--- src/rtl/mb_valid_pkg.sv ---
// Shared definitions for the mainband valid-lane VALTRAIN generator and detector.
//   VALTRAIN_8B     : one 8-UI pattern iteration, bit 0 is the first UI
//   VALTRAIN_32B    : one 32-bit lane word carrying ITERS_PER_WORD iterations
//   vld_gen_state_t : generator burst sequencing states
package mb_valid_pkg;

    localparam int unsigned WORD_W         = 32;
    localparam int unsigned ITERS_PER_WORD = 4;
    localparam int unsigned INJ_WORD_W     = 12;

    localparam logic [7:0]        VALTRAIN_8B  = 8'b1111_0000;
    localparam logic [WORD_W-1:0] VALTRAIN_32B = {4{VALTRAIN_8B}};

    typedef enum logic [1:0] {
        IDLE = 2'd0,
        PRE  = 2'd1,
        SEND = 2'd2,
        DONE = 2'd3
    } vld_gen_state_t;

    // Bits needed to hold values 0..max_val (at least one bit).
    function automatic int unsigned cnt_width(input int unsigned max_val);
        return (max_val < 2) ? 1 : $clog2(max_val + 1);
    endfunction

endpackage

--- src/rtl/vld_word_counter.sv ---
// Loadable down-counter with enable and a terminal flag.
//   i_clk      : clock
//   i_rst      : synchronous, active-high reset (count -> 0)
//   i_load     : load i_load_val (has priority over i_en)
//   i_load_val : value to load
//   i_en       : decrement by one; holds at zero
//   o_last_c   : combinational flag, count == 1 (last word of the run)
module vld_word_counter #(
    parameter int unsigned W = 8
) (
    input  logic         i_clk,
    input  logic         i_rst,
    input  logic         i_load,
    input  logic [W-1:0] i_load_val,
    input  logic         i_en,
    output logic         o_last_c
);

    logic [W-1:0] count_q;

    // Count register; never wraps below zero.
    always_ff @(posedge i_clk) begin
        if (i_rst) begin
            count_q <= '0;
        end else if (i_load) begin
            count_q <= i_load_val;
        end else if (i_en && (count_q != '0)) begin
            count_q <= count_q - W'(1);
        end
    end

    assign o_last_c = (count_q == W'(1));

endmodule

--- src/rtl/valid_pattern_generator.sv ---
// Transmit-side VALTRAIN source for the mainband valid lane.
// Sends one burst per start request: PRE_IDLE_WORDS all-zero words, then the
// repeating 8'b11110000 pattern (4 iterations per 32-bit word) for either
// ITER_128_COUNT or ITER_CONS_COUNT iterations, then a one-cycle done pulse.
// Optional feature macro: VALID_ERR_INJECT_EN (corrupts one chosen pattern word).
// Ports:
//   i_clk, i_rst   : clock, synchronous active-high reset
//   i_start        : burst request (IDLE only); i_mode_128 selects burst length
//   i_abort        : stop the burst, return to IDLE without o_done
//   i_ready        : serializer accepts o_tvld_l this cycle
//   i_inj_en/i_inj_word/i_inj_mask : error injection (VALID_ERR_INJECT_EN only)
//   o_tvld_l       : valid-lane word, bit 0 = first UI
//   o_word_valid   : o_tvld_l is meaningful
//   o_busy         : burst in progress
//   o_done         : one-cycle pulse after the last pattern word is accepted
module valid_pattern_generator
    import mb_valid_pkg::*;
#(
    parameter int unsigned ITER_128_COUNT  = 128,
    parameter int unsigned ITER_CONS_COUNT = 16,
    parameter int unsigned PRE_IDLE_WORDS  = 2
) (
    input  logic                  i_clk,
    input  logic                  i_rst,
    input  logic                  i_start,
    input  logic                  i_mode_128,
    input  logic                  i_abort,
    input  logic                  i_ready,
`ifdef VALID_ERR_INJECT_EN
    input  logic                  i_inj_en,
    input  logic [INJ_WORD_W-1:0] i_inj_word,
    input  logic [WORD_W-1:0]     i_inj_mask,
`endif
    output logic [WORD_W-1:0]     o_tvld_l,
    output logic                  o_word_valid,
    output logic                  o_busy,
    output logic                  o_done
);

    localparam int unsigned WORDS_128  = ITER_128_COUNT / ITERS_PER_WORD;
    localparam int unsigned WORDS_CONS = ITER_CONS_COUNT / ITERS_PER_WORD;
    localparam int unsigned MAX_WORDS  = (WORDS_128 > WORDS_CONS) ? WORDS_128 : WORDS_CONS;
    localparam int unsigned CNT_W      = cnt_width(MAX_WORDS);
    localparam int unsigned PRE_W      = cnt_width(PRE_IDLE_WORDS);
    localparam bit          HAS_PRE    = (PRE_IDLE_WORDS != 0);

    vld_gen_state_t    state_q;
    vld_gen_state_t    state_d;

    logic              take_start;
    logic              cnt_load;
    logic [PRE_W-1:0]  pre_load_val;
    logic [CNT_W-1:0]  send_load_val;
    logic              pre_en;
    logic              send_en;
    logic              pre_last;
    logic              send_last;

    logic [WORD_W-1:0] pattern_word;
    logic [WORD_W-1:0] tvld_d;
    logic              word_valid_d;
    logic              busy_d;
    logic              done_d;

    // A simultaneous abort cancels the start request.
    assign take_start = i_start && !i_abort;

    // Both counters reload in IDLE: burst length on a start, zero otherwise.
    assign cnt_load      = (state_q == IDLE);
    assign pre_load_val  = take_start ? PRE_W'(PRE_IDLE_WORDS) : '0;
    assign send_load_val = !take_start ? '0 :
                           (i_mode_128 ? CNT_W'(WORDS_128) : CNT_W'(WORDS_CONS));
    assign pre_en        = (state_q == PRE)  && i_ready;
    assign send_en       = (state_q == SEND) && i_ready;

    vld_word_counter #(.W(PRE_W)) u_pre_cnt (
        .i_clk      (i_clk),
        .i_rst      (i_rst),
        .i_load     (cnt_load),
        .i_load_val (pre_load_val),
        .i_en       (pre_en),
        .o_last_c   (pre_last)
    );

    vld_word_counter #(.W(CNT_W)) u_send_cnt (
        .i_clk      (i_clk),
        .i_rst      (i_rst),
        .i_load     (cnt_load),
        .i_load_val (send_load_val),
        .i_en       (send_en),
        .o_last_c   (send_last)
    );

`ifdef VALID_ERR_INJECT_EN
    logic [INJ_WORD_W-1:0] idx_q;
    logic [INJ_WORD_W-1:0] idx_d;

    // Index of the pattern word presented next cycle; advances on each accept.
    always_comb begin
        idx_d = '0;
        if (state_q == SEND) begin
            idx_d = i_ready ? (idx_q + INJ_WORD_W'(1)) : idx_q;
        end
    end

    always_ff @(posedge i_clk) begin
        if (i_rst) begin
            idx_q <= '0;
        end else begin
            idx_q <= idx_d;
        end
    end

    assign pattern_word = (i_inj_en && (idx_d == i_inj_word)) ?
                          (VALTRAIN_32B ^ i_inj_mask) : VALTRAIN_32B;
`else
    assign pattern_word = VALTRAIN_32B;
`endif

    // Next-state and next-output logic; outputs are registered from state_d.
    always_comb begin
        state_d = state_q;
        case (state_q)
            IDLE: begin
                if (take_start) begin
                    state_d = HAS_PRE ? PRE : SEND;
                end
            end
            PRE: begin
                if (i_abort) begin
                    state_d = IDLE;
                end else if (i_ready && pre_last) begin
                    state_d = SEND;
                end
            end
            SEND: begin
                if (i_abort) begin
                    state_d = IDLE;
                end else if (i_ready && send_last) begin
                    state_d = DONE;
                end
            end
            DONE: begin
                state_d = IDLE;
            end
            default: begin
                state_d = IDLE;
            end
        endcase

        word_valid_d = (state_d == PRE) || (state_d == SEND);
        busy_d       = (state_d != IDLE);
        done_d       = (state_d == DONE);
        tvld_d       = (state_d == SEND) ? pattern_word : '0;
    end

    // State and registered outputs.
    always_ff @(posedge i_clk) begin
        if (i_rst) begin
            state_q      <= IDLE;
            o_tvld_l     <= '0;
            o_word_valid <= 1'b0;
            o_busy       <= 1'b0;
            o_done       <= 1'b0;
        end else begin
            state_q      <= state_d;
            o_tvld_l     <= tvld_d;
            o_word_valid <= word_valid_d;
            o_busy       <= busy_d;
            o_done       <= done_d;
        end
    end

endmodule

--- config.mk ---
export PLATFORM = sky130hd
export DESIGN_NAME = valid_pattern_generator
export DESIGN_NICKNAME = d
export VERILOG_FILES = /design/src/rtl/mb_valid_pkg.sv /design/src/rtl/vld_word_counter.sv /design/src/rtl/valid_pattern_generator.sv
export SDC_FILE = /design/constraint.sdc
export NUM_CORES = 1
export LEC_CHECK = 0
export CAP_MARGIN = 40
export CORE_MARGIN = 5
export CORE_UTILIZATION = 46
export DETAILED_ROUTE_END_ITERATION = 8
export PLACE_DENSITY = 0.93
export SLEW_MARGIN = 20
export SYNTH_ARGS = -nofsm -noshare
export SYNTH_HDL_FRONTEND = slang
export SYNTH_SLANG_ARGS = --single-unit
--- constraint.sdc ---
create_clock -name i_clk -period 3.1 [get_ports i_clk]
set_clock_uncertainty 0.05 [all_clocks]
set_input_delay 0.775 -clock i_clk [delete_from_list [all_inputs] [get_ports i_clk]]
set_output_delay 0.775 -clock i_clk [all_outputs]
set_load 0.1 [all_outputs]
==> impl.org <==
** Run status
- The flow ran to the end, and the final reports show no timing, DRC or antenna violations.

** Synthesis
- Sequential cell area fraction in the yosys report :: 27.8%
- Number of enable flip-flop cells after synthesis :: 0
- Summed over all instances, the cell type with the most area after synthesis is sky130_fd_sc_hd__dfxtp_1.
- Top FF cell, synth :: sky130_fd_sc_hd__dfxtp_1
- The synthesized design contains 14 register bits.
- Leading cell type by number of instances after synthesis :: sky130_fd_sc_hd__buf_4
- Summing every instance area after synthesis gives about 0.0010 mm².
- Largest cells by area after synthesis :: sky130_fd_sc_hd__dfxtp_1 (28%), sky130_fd_sc_hd__buf_4 (25%), sky130_fd_sc_hd__ha_1 (9.9%)
- Async set or reset register ratio after synthesis :: 0%
- A synthesized cell averages 8.86 µm².
- Yosys warnings :: 0
- Most frequent cells after synthesis :: sky130_fd_sc_hd__buf_4 (33), sky130_fd_sc_hd__dfxtp_1 (14), sky130_fd_sc_hd__nor2_1 (10)
- The cell count after synthesis came out at 114.
- The synthesized design devotes to its leading area cell type between 20% and 30% of total area.
- The netlist uses 32 different library cells.

** Die
- Starting density of the core :: a little under half
- The floorplan step defined a die boundary enclosing 0.00323 mm².
- Core area :: around 0.0021 mm²
- After floorplanning, the core was divided into 17 placement rows.
- Horizontal die dimension :: approximately 57 µm
- I/O pins :: 41
- Vertical die dimension :: between 50 and 60 µm

** Finish
- The repair_antennas step left the layout with diodes totalling 0.
- The final layout contains 138 nets.
- Cells fill 49.9% of the core in the end.
- The filler cells instantiated in the layout total 204.
- In the final layout, the share of cells above drive strength 1 is between 20% and 30%.
- Growth of design area from synthesis to finish :: 6.07%

** Routing
- In this run, the number of DRC markers left after iteration 0 of detailed routing was 20.
- Number of iterations in the first detailed-routing pass :: 4
- Ratio of routed vias to standard cells :: 4.91
- Final WL :: 1800 µm
- Final routed wire length divided by cell count :: roughly 12 µm
- After detailed routing, the number of remaining DRC violations is 0.
- Post-detailed-route count of antenna-violating nets :: 0
- Vias after detailed routing :: between 700 and 800

** Setup path
- Launch point of the worst reg-to-reg path :: u_send_cnt.count_q[2]
- Path type of the worst setup path :: input port to flip-flop
- Of all nets on the critical path, the largest fanout is 5.
- For the worst setup path, the data required time is around 3.2 ns.
- Tracing the worst setup path back leads to its startpoint at i_ready.
- Type of element capturing the critical path :: flip-flop
- Reg-to-reg setup timing slack :: 1.20 ns
- The worst register-to-register path ends at o_word_valid.
- Register-to-Register Path Depth :: 5
- Category of the worst setup path launch point :: input port
- Data on the critical path arrives at its endpoint at about 2.5 ns.

** GRT
- Global routing consumed, on the met1 layer, 12.0% of the routing resources.
- M2 GR Usage :: 18.0%
- Vias in the first global route :: between 600 and 700
- Met3 track demand over resource in global routing :: 3.45%
- Global routing finished with a remaining overflow of 0.
- Global routing consumed, over all layers together, between 10% and 20% of the routing resources.
- Entering global routing, the biggest net connects 17 pins.
- Number of antenna violations at the first check in global routing :: 0
- met2 is the most crowded layer.
- Wire length of the first global-routing pass :: 2800 µm

** Power
- Proportion of power drawn by the clock network :: 29.0%
- In this run, the combinational gates consume 28.8% of the power.
- The internal power of the cells totals 274 µW.
- Net switching power of the design :: 170 µW
- Leakage power of the design :: approximately 0.49 nW
- Of the total power, the share spent switching nets is a little under two fifths.
- Power density of the placed cells :: 414 mW/mm²
- IR analysis of the VDD net gives a maximum drop of 0.000240 V.
- Per report_power, the sequential group accounts for 42.3% of the total.

** Timing
- Sum of negative setup slack :: 0 ns
- Final setup violation count :: 0
- Final period utilization :: 77.9%
- Post-layout min period :: approximately 2.4 ns
- The hold violation total from the final report is 0.
- Max Transition Viols Final :: 0
- Setup repair after global routing missed its margin :: false
- Static timing analysis puts the maximum clock frequency at 414 MHz.

** CTS
- Post-CTS repair changed the size of 0 cells.
- Clock net sink count :: 14
- After clock tree synthesis, the flow added hold-fix buffers numbering 0.
- CTS buffer count :: 3
- Clock edge transition at the registers on the reported setup and hold paths :: 0.08 ns
- In this run the clock root is driven by a sky130_fd_sc_hd__clkbuf_4.
- TritonCTS built the clock tree.
- Post-CTS setup buffer count :: 0
- Counting along the longest clock path gives a buffer depth of 2.
- Deepest level of the CTS H-tree :: 1
- Clk_lat worst skew :: 0.27 ns

** Min path
- The path class of the tightest hold or removal check is flip-flop to flip-flop.
- Worst hold path cell count :: 2
- In this run the most critical hold path is launched from u_pre_cnt.count_q[1].
- For hold timing, the worst endpoint is u_pre_cnt.count_q[1].

** Place
- Half-perimeter wire length after placement :: 1360 µm
- Routability-driven placement finished with a final weighted congestion of 0.841.
- Port bufs :: 24

** Flow run
- Max-cap violations in this run came to 0.
==> area by class of cell <==
cell class	instances	area [µm²]	area share [%]
Sequential cell	14	280	26.2
Inverter	6	22.5	2.10
Clock buffer	4	36.3	3.39
Tap cell	28	35.0	3.27
Timing Repair Buffer	24	193	18.0
Multi-Input combinational cell	75	504	47.1
==> critical path: stages <==
cell and delay [ns]:
sky130_fd_sc_hd__clkdlybuf4s50_1 0.53, sky130_fd_sc_hd__nand3b_1 0.19, sky130_fd_sc_hd__inv_1 0.12, sky130_fd_sc_hd__a31oi_1 0.12
sky130_fd_sc_hd__or3_1 0.36, sky130_fd_sc_hd__ha_1 0.29, sky130_fd_sc_hd__nor2b_1 0.12
==> worst max-delay path by stage <==
stage                    to  slack, ns  cells after the start
6_report       o_word_valid       0.69                      7
5_1_grt        o_word_valid       0.59                      7
4_1_cts        o_word_valid       0.69                      7
3_5_place_dp   o_word_valid       0.40                      7
3_3_place_gp   o_word_valid       0.48                      7
2_1_floorplan  o_tvld_l[12]       0.67                      1
==> registers in the layout, indices dropped and copies added, names as in the netlist <==
register / count
o_busy: 1
o_done: 1
o_tvld_l: 1
o_word_valid: 1
state_q: 2
u_pre_cnt.count_q: 2
u_send_cnt.count_q: 6
==> power by group through the flow <==
stage                     registers [mW]  logic (mW)  clock network [mW]
after floorplan                    0.199       0.121                   0
after global placement             0.192       0.125                   0
after detailed placement           0.192       0.127                   0
after CTS                          0.188       0.127               0.133
after global routing               0.188       0.132               0.144
final                              0.188       0.128               0.128
==> metal layers <==
metal	share of wire, %	vias up
met5	0	-
met2	46	53
li1	-	354
met1	38	329
met3	13	6
met4	2.7	0
==> metrics by stage <==
| step | std cells | power (mW) | hold WS, ns | setup WS, ns | instance area (µm²) |
|---|---|---|---|---|---|
| after floorplan | 129 | 0.321 | 0.414 | 0.667 | 1070 |
| after global placement | 147 | 0.317 | 0.439 | 0.480 | 1030 |
| after detailed placement | 147 | 0.318 | 0.450 | 0.396 | 1030 |
| after CTS | 151 | 0.447 | 0.462 | 0.690 | 1070 |
| after global routing | 151 | 0.464 | 0.485 | 0.585 | 1070 |
| final | 151 | 0.444 | 0.465 | 0.686 | 1070 |
==> cells in the final DEF, fill, tap and decap left out <==
master / count
sky130_fd_sc_hd__nor4b_1: 1
sky130_fd_sc_hd__a31oi_1: 3
sky130_fd_sc_hd__clkdlybuf4s50_1: 5
sky130_fd_sc_hd__ha_1: 8
sky130_fd_sc_hd__inv_1: 6
sky130_fd_sc_hd__o21ai_1: 1
sky130_fd_sc_hd__xnor2_1: 3
sky130_fd_sc_hd__nand3b_1: 1
sky130_fd_sc_hd__a21o_2: 1
sky130_fd_sc_hd__conb_1: 16
sky130_fd_sc_hd__clkbuf_8: 1
sky130_fd_sc_hd__dfxtp_1: 14
sky130_fd_sc_hd__or3b_2: 1
sky130_fd_sc_hd__a211o_1: 1
sky130_fd_sc_hd__nand2b_1: 2
sky130_fd_sc_hd__nand4b_1: 1
sky130_fd_sc_hd__and3_1: 1
sky130_fd_sc_hd__buf_4: 19
sky130_fd_sc_hd__a21oi_1: 2
sky130_fd_sc_hd__nor2b_1: 3
sky130_fd_sc_hd__mux2i_1: 1
sky130_fd_sc_hd__a211oi_1: 4
sky130_fd_sc_hd__or3_1: 3
sky130_fd_sc_hd__or2_2: 1
sky130_fd_sc_hd__a21o_1: 1
sky130_fd_sc_hd__nor3_1: 2
sky130_fd_sc_hd__or2b_2: 1
sky130_fd_sc_hd__nor2_1: 10
sky130_fd_sc_hd__clkbuf_4: 3
sky130_fd_sc_hd__nor4_4: 1
sky130_fd_sc_hd__o21ai_0: 2
sky130_fd_sc_hd__nor4_1: 2
sky130_fd_sc_hd__or4b_4: 1
sky130_fd_sc_hd__or3b_1: 1
==> logic make-up (layout without fill, tap and decap cells) <==
kind of cell / Yosys count / after routing / share of synthesized area, %
buffers and inverters: 40 / 34 / 27.9
flip-flops: 14 / 14 / 27.8
adder cells (fa/ha/maj): 8 / 8 / 9.91
other: 1 / 16 / 0.371
AO/OA/AOI/OAI: 15 / 15 / 9.79
XOR/XNOR: 3 / 3 / 2.60
multiplexers: 1 / 1 / 0.991
AND/OR/NAND/NOR: 32 / 32 / 20.7
(Power assumes the default switching activity.)
